### config.mk
export PLATFORM = sky130hd
export DESIGN_NAME = if_stage
export DESIGN_NICKNAME = d
export VERILOG_FILES = /design/src/rtl/if_stage_pkg.sv /design/src/rtl/if_buf.sv /design/src/rtl/if_stage.sv
export SDC_FILE = /design/constraint.sdc
export NUM_CORES = 1
export LEC_CHECK = 0
export ABC_AREA = 1
export CAP_MARGIN = 20
export CORE_ASPECT_RATIO = 1.5
export CORE_MARGIN = 8
export CORE_UTILIZATION = 65
export CTS_CLUSTER_SIZE = 8
export DETAILED_ROUTE_END_ITERATION = 12
export DONT_BUFFER_PORTS = 1
export PLACE_DENSITY = 0.89
export SLEW_MARGIN = 10
export SYNTH_ARGS = -nofsm -noshare
export SYNTH_HDL_FRONTEND = slang
export SYNTH_HIERARCHICAL = 1
export SYNTH_SLANG_ARGS = --single-unit
### constraint.sdc
create_clock -name clk -period 6.7 [get_ports clk]
set_input_delay 0.67 -clock clk [delete_from_list [all_inputs] [get_ports clk]]
set_output_delay 0.67 -clock clk [all_outputs]
set_load 0.01 [all_outputs]
### src/rtl/if_stage_pkg.sv
`timescale 1ns/1ps
// Shared fetch-stage constants and the instruction buffer entry layout.
// Pure definitions: no timing, no flow control.
package if_stage_pkg;

    localparam int          REG_BUS  = 64;
    localparam logic [63:0] RESET_PC = 64'h0000_0000_8000_0000;
    localparam logic [31:0] NOP_INST = 32'h0000_0013;

    typedef struct packed {
        logic [REG_BUS-1:0] pc;
        logic [31:0]        inst;
    } buf_entry_t;

    function automatic logic [REG_BUS-1:0] align4(input logic [REG_BUS-1:0] pc);
        return {pc[REG_BUS-1:2], 2'b00};
    endfunction

endpackage

### src/rtl/if_buf.sv
`timescale 1ns/1ps
// DEPTH-entry FIFO of fetched {pc, inst}; head visible one cycle after push.
// No internal backpressure: the fetch stage reserves space before requesting.
module if_buf
    import if_stage_pkg::*;
#(
    parameter  int DEPTH = 2,
    localparam int CW    = $clog2(DEPTH + 1),
    localparam int PW    = (DEPTH > 1) ? $clog2(DEPTH) : 1
)(
    input  logic          clk,
    input  logic          rst_n,
    input  logic          i_push,
    input  buf_entry_t    i_push_dat,
    input  logic          i_pop,
    input  logic          i_flush,
    output logic [CW-1:0] o_count,
    output buf_entry_t    o_head_dat
);

    buf_entry_t    r_mem [DEPTH];
    logic [PW-1:0] r_wptr;
    logic [PW-1:0] r_rptr;
    logic [CW-1:0] r_count;

    // Explicit wrap keeps non-power-of-two depths correct.
    function automatic logic [PW-1:0] ptr_inc(input logic [PW-1:0] p);
        return (p == PW'(DEPTH - 1)) ? '0 : p + 1'b1;
    endfunction

    always_ff @(posedge clk or negedge rst_n) begin
        if (!rst_n) begin
            r_wptr  <= '0;
            r_rptr  <= '0;
            r_count <= '0;
        end else if (i_flush) begin
            r_wptr  <= '0;
            r_rptr  <= '0;
            r_count <= '0;
        end else begin
            if (i_push) r_wptr <= ptr_inc(r_wptr);
            if (i_pop)  r_rptr <= ptr_inc(r_rptr);
            if (i_push && !i_pop)      r_count <= r_count + 1'b1;
            else if (!i_push && i_pop) r_count <= r_count - 1'b1;
        end
    end

    always_ff @(posedge clk) begin
        if (i_push && !i_flush) r_mem[r_wptr] <= i_push_dat;
    end

    assign o_count    = r_count;
    assign o_head_dat = r_mem[r_rptr];

endmodule

### src/rtl/if_stage.sv
`timescale 1ns/1ps
// Instruction fetch: issues sequential fetches, buffers in-order responses, squashes on redirect.
// Response reaches inst one cycle after arrival; fetch stalls while outstanding + buffered = DEPTH.
module if_stage
    import if_stage_pkg::*;
#(
    parameter logic [63:0] RESET_PC = if_stage_pkg::RESET_PC,
    parameter int          DEPTH    = 2
)(
    input  logic        clk,
    input  logic        rst,
    output logic        inst_req_valid,
    output logic [63:0] inst_req_addr,
    input  logic        inst_req_ready,
    input  logic        inst_rsp_valid,
    input  logic [31:0] inst_rsp_data,
    input  logic        redirect_valid,
    input  logic [63:0] redirect_pc,
    input  logic        id_ready,
    output logic        inst_valid,
    output logic [31:0] inst,
    output logic [63:0] inst_pc
);

    localparam int          CW      = $clog2(DEPTH + 1);
    localparam logic [CW:0] DEPTH_C = (CW + 1)'(DEPTH);

    logic [63:0]   r_fpc;
    logic [CW-1:0] r_outstanding;
    logic [CW-1:0] r_discard;

    logic [CW-1:0] w_buf_count;
    buf_entry_t    w_head;
    buf_entry_t    w_push_dat;
    logic          w_req_hs;
    logic          w_rsp;
    logic          w_push;
    logic          w_pop;
    logic [63:0]   w_rsp_pc;
    logic [CW-1:0] w_out_nxt;
    logic [CW-1:0] w_disc_nxt;
    logic          w_unused;

    assign w_unused = ^redirect_pc[1:0];

    assign inst_req_valid = rst && !redirect_valid
                         && (({1'b0, r_outstanding} + {1'b0, w_buf_count}) < DEPTH_C);
    assign inst_req_addr  = r_fpc;
    assign w_req_hs       = inst_req_valid && inst_req_ready;

    // Responses with nothing outstanding are strays from before a reset.
    assign w_rsp  = inst_rsp_valid && (r_outstanding != '0);
    assign w_push = w_rsp && !redirect_valid && (r_discard == '0);
    assign w_pop  = (w_buf_count != '0) && id_ready && !redirect_valid;

    // With no discards pending, outstanding requests are contiguous and end just below fpc.
    assign w_rsp_pc   = r_fpc - 64'({r_outstanding, 2'b00});
    assign w_push_dat = '{pc: w_rsp_pc, inst: inst_rsp_data};

    always_comb begin
        w_out_nxt = r_outstanding;
        if (w_req_hs && !w_rsp)      w_out_nxt = r_outstanding + 1'b1;
        else if (!w_req_hs && w_rsp) w_out_nxt = r_outstanding - 1'b1;
    end

    always_comb begin
        w_disc_nxt = r_discard;
        if (redirect_valid)                  w_disc_nxt = w_rsp ? r_outstanding - 1'b1 : r_outstanding;
        else if (w_rsp && r_discard != '0)   w_disc_nxt = r_discard - 1'b1;
    end

    always_ff @(posedge clk or negedge rst) begin
        if (!rst) begin
            r_fpc         <= align4(RESET_PC);
            r_outstanding <= '0;
            r_discard     <= '0;
        end else begin
            r_outstanding <= w_out_nxt;
            r_discard     <= w_disc_nxt;
            if (redirect_valid) r_fpc <= align4(redirect_pc);
            else if (w_req_hs)  r_fpc <= r_fpc + 64'd4;
        end
    end

    if_buf #(.DEPTH(DEPTH)) u_buf (
        .clk        (clk),
        .rst_n      (rst),
        .i_push     (w_push),
        .i_push_dat (w_push_dat),
        .i_pop      (w_pop),
        .i_flush    (redirect_valid),
        .o_count    (w_buf_count),
        .o_head_dat (w_head)
    );

    assign inst_valid = (w_buf_count != '0);
    assign inst       = inst_valid ? w_head.inst : NOP_INST;
    assign inst_pc    = inst_valid ? w_head.pc   : 64'd0;

endmodule

**Word level (Yosys, flattened, before mapping)**

Memories as Yosys holds them, arrays and structs flattened.
Cells that the tools add are included.

- Shifts and indexed selects: 0
- Multiplexer cells: 20
- Magnitude comparators: 1
- Divide/modulo/power cells: 0
- $mul: 0
- Reduce and logical (&&, ||, !) cells: 29
- Equal/unequal tests: 0
- Bitwise logic cells: 0
- $add $sub $neg: 10

Operators by type and width:

| operator | number |
|---|---|
| 2-to-1 mux 64 bit | 3 |
| adder 64 x 3 -> 64 bit, second input constant | 1 |
| subtractor 64 x 4 -> 64 bit | 1 |
| 2-to-1 mux 32 bit | 1 |
| 2-to-1 mux 2 bit | 8 |
| nonzero test 2 bit | 8 |
| logical AND 1 bit | 14 |
| 2-to-1 mux 1 bit | 8 |
| subtractor 2 x 1 -> 2 bit, second input constant | 3 |
| logical NOT 1 bit | 5 |
| adder 2 x 1 -> 2 bit, second input constant | 2 |
| adder 2 x 2 -> 3 bit | 1 |
| < comparator 3 x 2 -> 1 bit, second input constant | 1 |
| nonzero test 3 bit | 1 |
| adder 1 bit, second input constant | 2 |
| logical NOT 2 bit | 1 |

- Bits in writable memories: 192
- Logic and storage cells: 67
- Flip-flop bits (word level): 72
- Bits in read-only memories: 0
- Output and inout port bits: 162
- Input bits: 102
- Latch bits: 0
- Memories: 1

Memory list:

| name | depth | width | read ports | clocked after memory_dff | wr ports | line | source |
|---|---|---|---|---|---|---|---|
| u_buf.r_mem | 2 | 96 | 1 | 0 | 1 | if_buf.sv:21 | `buf_entry_t r_mem [DEPTH];` |

**Depth between registers and ports, before layout**

- Depth after elaboration: 9
- Gate-level depth with buffers: 13
- Gate-level depth less buffers: 13

**Modules after synthesis**

The synthesis kept the hierarchy.

Modules (own cells, without submodules):

| module | seq. area each (sq um) | cells each | area each (sq um) | times used |
|---|---|---|---|---|
| if_stage | 1,652.8 | 1,460 | 7,912.6 | 1 |
| if_buf | 5,865.6 | 333 | 7,272.0 | 1 |

**Least setup slack after synthesis**

No wires, ideal clock.

- Kind: in2reg
- Start point: input redirect_valid
- End point: memory u_buf/r_mem[0][0] (netlist name), enable pin
- Path buffers: 3
- Arrival time: 5.634 ns
- Library setup time: 0.552 ns
- Slack: 0.514 ns
- Required time: 6.148 ns
- Stages on the path: 6
- Path through: clkbuf_1 -> buf_2 -> clkbuf_1 -> nor3_1 -> nand2_1 -> nor2_1

- Cells in the longest elaborated chain, start to end: 6

RTL lines:

| element | line | source |
|---|---|---|
| start, declared | if_stage.sv:17 | `input logic redirect_valid,` |
| logical NOT 1 bit | if_stage.sv:53 | `assign w_push = w_rsp && !redirect_valid && (r_discard == '0);` |
| logical AND 1 bit (2 in series) | if_stage.sv:53 |  |
| via w_push | if_stage.sv:37 | `logic w_push;` |
| logical AND 1 bit | if_buf.sv:49 | `if (i_push && !i_flush) r_mem[r_wptr] <= i_push_dat;` |
| 2-to-1 mux 1 bit | if_buf.sv:49 |  |
| 2-to-1 mux 1 bit (not written as such) | if_buf.sv:49 |  |
| end, declared | if_buf.sv:21 |  |

The timed path passes the listed nets, and every way through them passes these cells.

==> results.json <==
{
  "synth_compound_area_share_pct": 3.535,
  "h-tree-depth": 2,
  "clkTransAtPathRegs_ns": 0.05,
  "cp-start-kind": "flop",
  "routed_wl_um": 46480,
  "synth_commonest_cells": "nand2_1 (440), nor2_1 (338), inv_1 (244)",
  "dr_total_vias": 12200,
  "yosys-top-cells-area": "edfxtp_1 (38%), dfrtp_1 (11%), nand2_1 (11%)",
  "placed_cells": 2015,
  "cpPeakStageDelay_ns": 0.97,
  "reg2reg_from": "r_outstanding[1]$_DFFE_PN0P_",
  "drt-pass1-iter-count": 5,
  "critical_path_class": "reg -> out",
  "syn_area_um2": 15180,
  "slowest_stage": "dfrtp_4",
  "finalInstanceArea_um2": 16320,
  "fill_cells": 1744,
  "fp.dieW_um": 140.8,
  "wl_per_cell_um": 22.49,
  "yosys_warnings": 6,
  "p_per_area_nw_per_um2": 299.7,
  "fp.dieH_um": 203.2,
  "path_max_fanout": 55,
  "critPathTopFamily": "flip-flops",
  "ant_nets": 0,
  "ys_ff_latch": 262,
  "reg2reg_depth": 8,
  "core_area_um2": 22970,
  "layout-drive-gt1-share_pct": 11.03,
  "clk_path_buf_depth": 3,
  "stdcell_count": 2067,
  "cts-root-buf": "clkbuf_16",
  "synth.distinct_cells": 44,
  "hold_path.class": "in -> async",
  "grt_overflow": 0,
  "yosys.area_share.xor_xnor_pct": 3.980,
  "max-cap-violations": 0,
  "drc": 0,
  "vdd_ir_drop_max_mv": 0.2565,
  "antenna_found_initial": 1,
  "start_util_pct": 66.10,
  "r2r-end": "u_buf/r_mem[0][79]$_DFFE_PP_",
  "crit_required_ns": 6.03,
  "finalMaxSlewViolations": 0,
  "ctsResizeCount": 0,
  "critPathBufInv": 1,
  "yosysMostFrequentCell": "nand2_1",
  "cts_tree": "done",
  "dieArea_um2": 28610,
  "crit_path_end_kind": "output pin",
  "syn-mean-instance-area_um2": 8.469,
  "insertion_delay_ns": 0.53,
  "fin_crit_ns": 3.621,
  "synth_top_area_share_pct": 37.97,
  "nets": 1886,
  "grt_pass1_vias": 12340,
  "whs_ns": 0.02765,
  "setup_viol": 0,
  "ys.flop_type": "edfxtp_1",
  "synth_mux_area_share_pct": 7.861,
  "clock_sinks": 262,
  "status": "complete, no violations",
  "clock_skew_ns": 0.02703,
  "synth_edf_count": 192,
  "leakage_nw": 6.809,
  "fin_crit_sh_pct": 54.04,
  "timing.fmax_mhz": 276.2,
  "async_reset_ff_share_pct": 26.72,
  "synth_top_family_by_area": "simple AND/OR/NAND/NOR gates",
  "area_growth_pct": 7.499,
  "track_usage_pct": 32.11,
  "rsz0062_at_grt": "false",
  "dp_hpwl_um": 33840,
  "numCtsBuffers": 38,
  "tns_ns": 0,
  "arrival_ns": 2.95,
  "seq_area_frac_synth_pct": 49.51,
  "grt_max_degree": 99,
  "path_cells": "buf_4, mux2_2, or2_2",
  "synthAdderAreaFrac_pct": 0.7581,
  "grt_first_pass_wirelength_um": 69790,
  "io_buffers": 0,
  "via_per_inst": 5.904,
  "max_slew.worst_pin.slew_ns": 1.044,
  "synthSimpleGateAreaFrac_pct": 25.74,
  "postPlaceCellArea_um2": 15270,
  "io-pin-count": 264,
  "drt_iter0_drc": 1092,
  "gp_congestion": 0.9816,
  "rrSetupSlack_ns": 3.56,
  "syn_inst": 1793,
  "hold_violations": 0,
  "netlist.top_cell.by_area": "edfxtp_1",
  "num_rows": 68,
  "relSlewSlack_pct": 30.40
}
[area by class of cell]
class                   instances  area, um^2  area share, %
flip-flops and latches        262        7522          46.08
multi-input cells            1217        6404          39.23
clock buffers                  49        1013          6.209
inverters                     247       927.1          5.680
well taps                     280       350.3          2.146
repair buffers                 10       95.09         0.5826
clock inverters                 1       8.758        0.05366
diodes                          1       2.502        0.01533
[metrics by stage]
step                power [W]  setup WS (ns)  utilization, %
global route         0.005088          2.989           71.06
global placement     0.003148          3.656           66.48
detailed placement   0.003187          3.589           66.48
finish               0.004892          3.079           71.06
floorplan            0.002902         0.5142               -
CTS                  0.004890          3.080           71.05
[sequential cells by signal (all words and copies together), names as in the netlist]
| register | flops |
|---|---|
| u_buf/r_wptr | 1 |
| r_outstanding | 2 |
| u_buf/r_rptr | 1 |
| u_buf/r_mem | 192 |
| r_discard | 2 |
| inst_req_addr | 62 |
| u_buf/o_count | 2 |
[worst reg2reg max path, stage by stage (launching register included)]
cell	delay, ns
dfrtp_1	0.50
inv_1	0.15
ha_1	0.21
nor2_1	0.17
inv_1	0.13
nor3_1	0.38
nand2_1	0.29
nor2_4	0.22
buf_4	0.65
[kinds of logic (layout without fill, tap and decap cells)]
logic type	after synthesis	after routing
multiplexers	96	96
XOR/XNOR	69	69
other	1	7
buffers and inverters	319	307
adder cells (fa/ha/maj)	8	8
AND/OR/NAND/NOR	944	944
AO/OA/AOI/OAI	94	94
flip-flops	262	262
[power breakdown]
part           total, W  internal [W]  switching, W
combinational  0.000996      0.000313      0.000683
sequential      0.00221       0.00191      0.000302
clock           0.00169       0.00104      0.000650
[worst max path at each step]
stage                     cells after the start                          from                            end  slack [ns]
after floorplan                               6                redirect_valid    u_buf/r_mem[0][0]$_DFFE_PP_        0.51
after global placement                        3      u_buf/r_rptr$_DFFE_PN0P_                        inst[4]        3.66
after detailed placement                     12  r_outstanding[0]$_DFFE_PN0P_  inst_req_addr[21]$_DFFE_PN0N_        3.59
after CTS                                     3      u_buf/r_rptr$_DFFE_PN0P_                        inst[1]        3.08
after global routing                          3      u_buf/r_rptr$_DFFE_PN0P_                        inst[1]        2.99
final                                         3      u_buf/r_rptr$_DFFE_PN0P_                        inst[1]        3.08
[placed cells by master, fill, tap and decap left out, types with 3 or more instances in the layout]
cell type	instances
a21oi_1	3
buf_4	9
clkbuf_1	10
clkbuf_16	39
conb_1	6
dfrtp_1	68
edfxtp_1	192
ha_1	6
inv_1	244
inv_2	3
mux2_2	66
mux2_4	30
nand2_1	440
nand2_2	12
nand3_1	99
nand4_1	11
nor2_1	335
nor2_2	10
nor2_4	14
nor3_1	9
nor3_2	4
o211ai_1	3
o21ai_0	55
o21ai_1	11
o21bai_1	13
o221ai_1	4
or2_2	3
xnor2_1	4
xor2_1	65
[layer usage]
| metal | vias up | routed length, um | GRT usage [%] |
|---|---|---|---|
| met3 | 168 | 3865 | 6.180 |
| li1 | 5646 | - | - |
| met4 | 0 | 3077 | 19.95 |
| met5 | - | 0 | 0 |
| met2 | 674 | 23460 | 56.95 |
| met1 | 5715 | 16080 | 34.71 |
[what timing repair did]
item,CTS,global route
endpoints found under the hold margin,70,0
hold buffers,1,0
buffers inserted,0,0
(Power assumes the default switching activity.)
==> variant: new RTL, config.mk and constraints unchanged <==
Make the reset (`rst` and `rst_n`) synchronous in 2 clocked blocks.
--- a/src/rtl/if_buf.sv
+++ b/src/rtl/if_buf.sv
@@ -30,3 +30,3 @@
 
-    always_ff @(posedge clk or negedge rst_n) begin
+    always_ff @(posedge clk) begin
         if (!rst_n) begin
--- a/src/rtl/if_stage.sv
+++ b/src/rtl/if_stage.sv
@@ -71,3 +71,3 @@
 
-    always_ff @(posedge clk or negedge rst) begin
+    always_ff @(posedge clk) begin
         if (!rst) begin
Formal check against the unedited RTL: differs if rst is asserted again (counterexample within 4 cycles, from zero or initial values and one cycle with rst low); with rst held inactive, the same outputs for 4 cycles.
==> variant against the original RTL <==
  * Setup slack gained 0.10 ns
  * Final area shrank 2.4%
  * Maximum frequency grew 2.8%
  * Non-clock buffer count shrank 1
  * Wire length shrank 7.0%
  * Register-to-register slack lost 0.25 ns
  * Area after synthesis shrank 2.0%
  * Sequential share of layout area shrank 0.97 points
  * Sequential cell count grew 1
  * Critical endpoint unchanged
  * Highest routed layer unchanged
Power is not compared: it rests on default switching activity, and its combinational part moved more than twofold at a synthesized area within 25%.
==> variant: results (changes against the original RTL) <==
Final layout
The register with the most flip-flops is u_buf/r_mem (unchanged). The number of diodes added for antenna fixing came to 0 (was 1). The net total in the final layout was 1855 (was 1886). The fraction of final layout cells with drive strength greater than 1 came to 10.72% (was 11.03%).

GRT
The initial antenna violation count came to 0 (was 1). The total routing usage reported by global routing is 30.37% (was 32.11%). The global-route wire length before repair is 66.27 mm (was 69.79 mm).

Setup path
The biggest fanout along the worst timing path came to 59 (was 55). The critical path data arrival time was 2.85 ns (was 2.95 ns).

Outcome
Result of the run: finished clean (unchanged).

Worst hold path
The classification of the worst-slack hold path is primary input to register (was primary input to asynchronous set/reset pin).

Clocking
The number of buffers inserted by hold repair at cts is 0 (was 1). The clock tree root driver cell is sky130_fd_sc_hd__clkbuf_16 (unchanged). The worst-skew pair later-pin latency was 0.53 ns (about the same). The maximum count of clock buffers along a single path is 3 (unchanged).

Placement
The final weighted congestion of routability-driven global placement came to 1.065 (was 0.9816). The cell area reported after detailed placement is 14920 um2 (was 15270 um2). The worst setup timing slack at the placement stage was 3.336 ns (was 3.589 ns). The placed wire-length estimate after detailed placement is 31.63 mm (was 33.84 mm).

The number of placed cells counting well taps is 1984 (was 2015).

Synth
The number of warning messages in the yosys log is 6 (unchanged). Most numerous cell types in the synthesized netlist: sky130_fd_sc_hd__nand2_1 (378), sky130_fd_sc_hd__nor2_1 (311), sky130_fd_sc_hd__inv_1 (251) (was sky130_fd_sc_hd__nand2_1 (440), sky130_fd_sc_hd__nor2_1 (338), sky130_fd_sc_hd__inv_1 (244)). The number of enable flip-flop cells after synthesis came to 192 (unchanged).

The number of distinct standard cells referenced by the synthesized netlist is 43 (was 44). The mean cell area of the mapped netlist is 8.442 um2 (was 8.469 um2). The fraction of registers with async set/reset is 0% (was 26.72%).

Leading post-synthesis cells by cell area: sky130_fd_sc_hd__edfxtp_1 (39%), sky130_fd_sc_hd__dfxtp_1 (9.6%), sky130_fd_sc_hd__nand2_1 (9.5%) (was sky130_fd_sc_hd__edfxtp_1 (38%), sky130_fd_sc_hd__dfrtp_1 (11%), sky130_fd_sc_hd__nand2_1 (11%)). The fraction of the yosys area taken by sequential cells is 48.29% (was 49.51%).

STA
The setup clock skew after layout came to 0.02292 ns (was 0.02703 ns). The slew of the pin with the lowest slew margin is 0.9826 ns (was 1.044 ns). The post-route fraction of the period consumed by the critical path is 52.54% (was 54.04%).

Route
The wire length per cell after detailed routing is 21.25 um (was 22.49 um). The DRC marker count from the first detailed-route iteration was 975 (was 1092). The routed wire length is 43.22 mm (was 46.48 mm). The total vias in the final route is 11963 (was 12203).

The first-pass detailed-route iteration total is 7 (was 5).

Power and ir drop
The worst-case IR drop observed on VDD is 0.1583 mV.
## variant: cell count changes in the layout (fill, tap and decap cells not counted), moves of 13 or more
cell	delta
sky130_fd_sc_hd__a21oi_1	+49
sky130_fd_sc_hd__a31oi_1	+18
sky130_fd_sc_hd__dfrtp_1	-68
sky130_fd_sc_hd__dfxtp_1	+70
sky130_fd_sc_hd__nand2_1	-62
sky130_fd_sc_hd__nand3_1	-19
sky130_fd_sc_hd__nor2_1	-25
sky130_fd_sc_hd__o21bai_1	-13
## variant: cells by family (layout without fill, tap and decap cells)
group | count (synthesis) | in the layout | synth area share [%]
and+or+nand+nor | 845 | 845 | 23.64
buffers and inverters | 327 | 313 | 9.231
DFF | 263 | 263 | 48.29
AOI/OAI and AO/OA | 144 | 144 | 5.095
muxes | 96 | 96 | 8.272
xor gates and xnor gates | 78 | 78 | 4.590
adders and majority gates | 9 | 9 | 0.8575
other | 1 | 6 | 0.02520
## variant: layer usage
| layer | up-vias | track usage, % | routed length, um |
|---|---|---|---|
| li1 | 5599 | - | - |
| met3 | 160 | 7.663 | 4038 |
| met5 | - | 0 | 0 |
| met4 | 0 | 23.04 | 3265 |
| met2 | 666 | 51.07 | 20970 |
| met1 | 5538 | 32.41 | 14940 |
## variant: worst paths after layout
path	to	depth (start not counted)	from
min	u_buf/r_rptr$_SDFFE_PP0P_	1	redirect_valid
max reg2reg	u_buf/r_mem[1][48]$_DFFE_PP_	9	r_outstanding[1]$_SDFFE_PN0P_
max	inst[1]	3	register
min reg2reg	u_buf/r_wptr$_SDFFE_PP0P_	2	u_buf/r_wptr$_SDFFE_PP0P_
## variant: area by class of cell
cell class              instances  area [um2]
inverters                     254       953.4
clock inverters                 3       33.78
well taps                     280       350.3
flip-flops and latches        263        7191
clock buffers                  47       984.7
fillers                      1727        6778
multi-input cells            1178        6359
repair buffers                  9       67.56
## variant: through the flow
stage	hold slack (ns)	power, W
final	0.2290	0.004076
after global routing	0.2099	0.004225
after CTS	0.2069	0.004093
after detailed placement	0.5271	0.002411
after global placement	0.4973	0.002391
after floorplan	0.4598	0.002291
## variant: critical path, stage by stage (launching register included)
cell and delay, ns:
sky130_fd_sc_hd__dfxtp_4 0.94, sky130_fd_sc_hd__buf_4 0.61, sky130_fd_sc_hd__mux2_2 0.41, sky130_fd_sc_hd__or2_2 0.34
## variant: power by group through the flow
| stage | sequential, W | clock, W | combinational [W] |
|---|---|---|---|
| 2_1_floorplan | 0.00190 | 0 | 0.000387 |
| 3_3_place_gp | 0.00195 | 0 | 0.000446 |
| 3_5_place_dp | 0.00195 | 0 | 0.000463 |
| 4_1_cts | 0.00192 | 0.00171 | 0.000469 |
| 5_1_grt | 0.00192 | 0.00177 | 0.000528 |
| 6_report | 0.00192 | 0.00168 | 0.000474 |
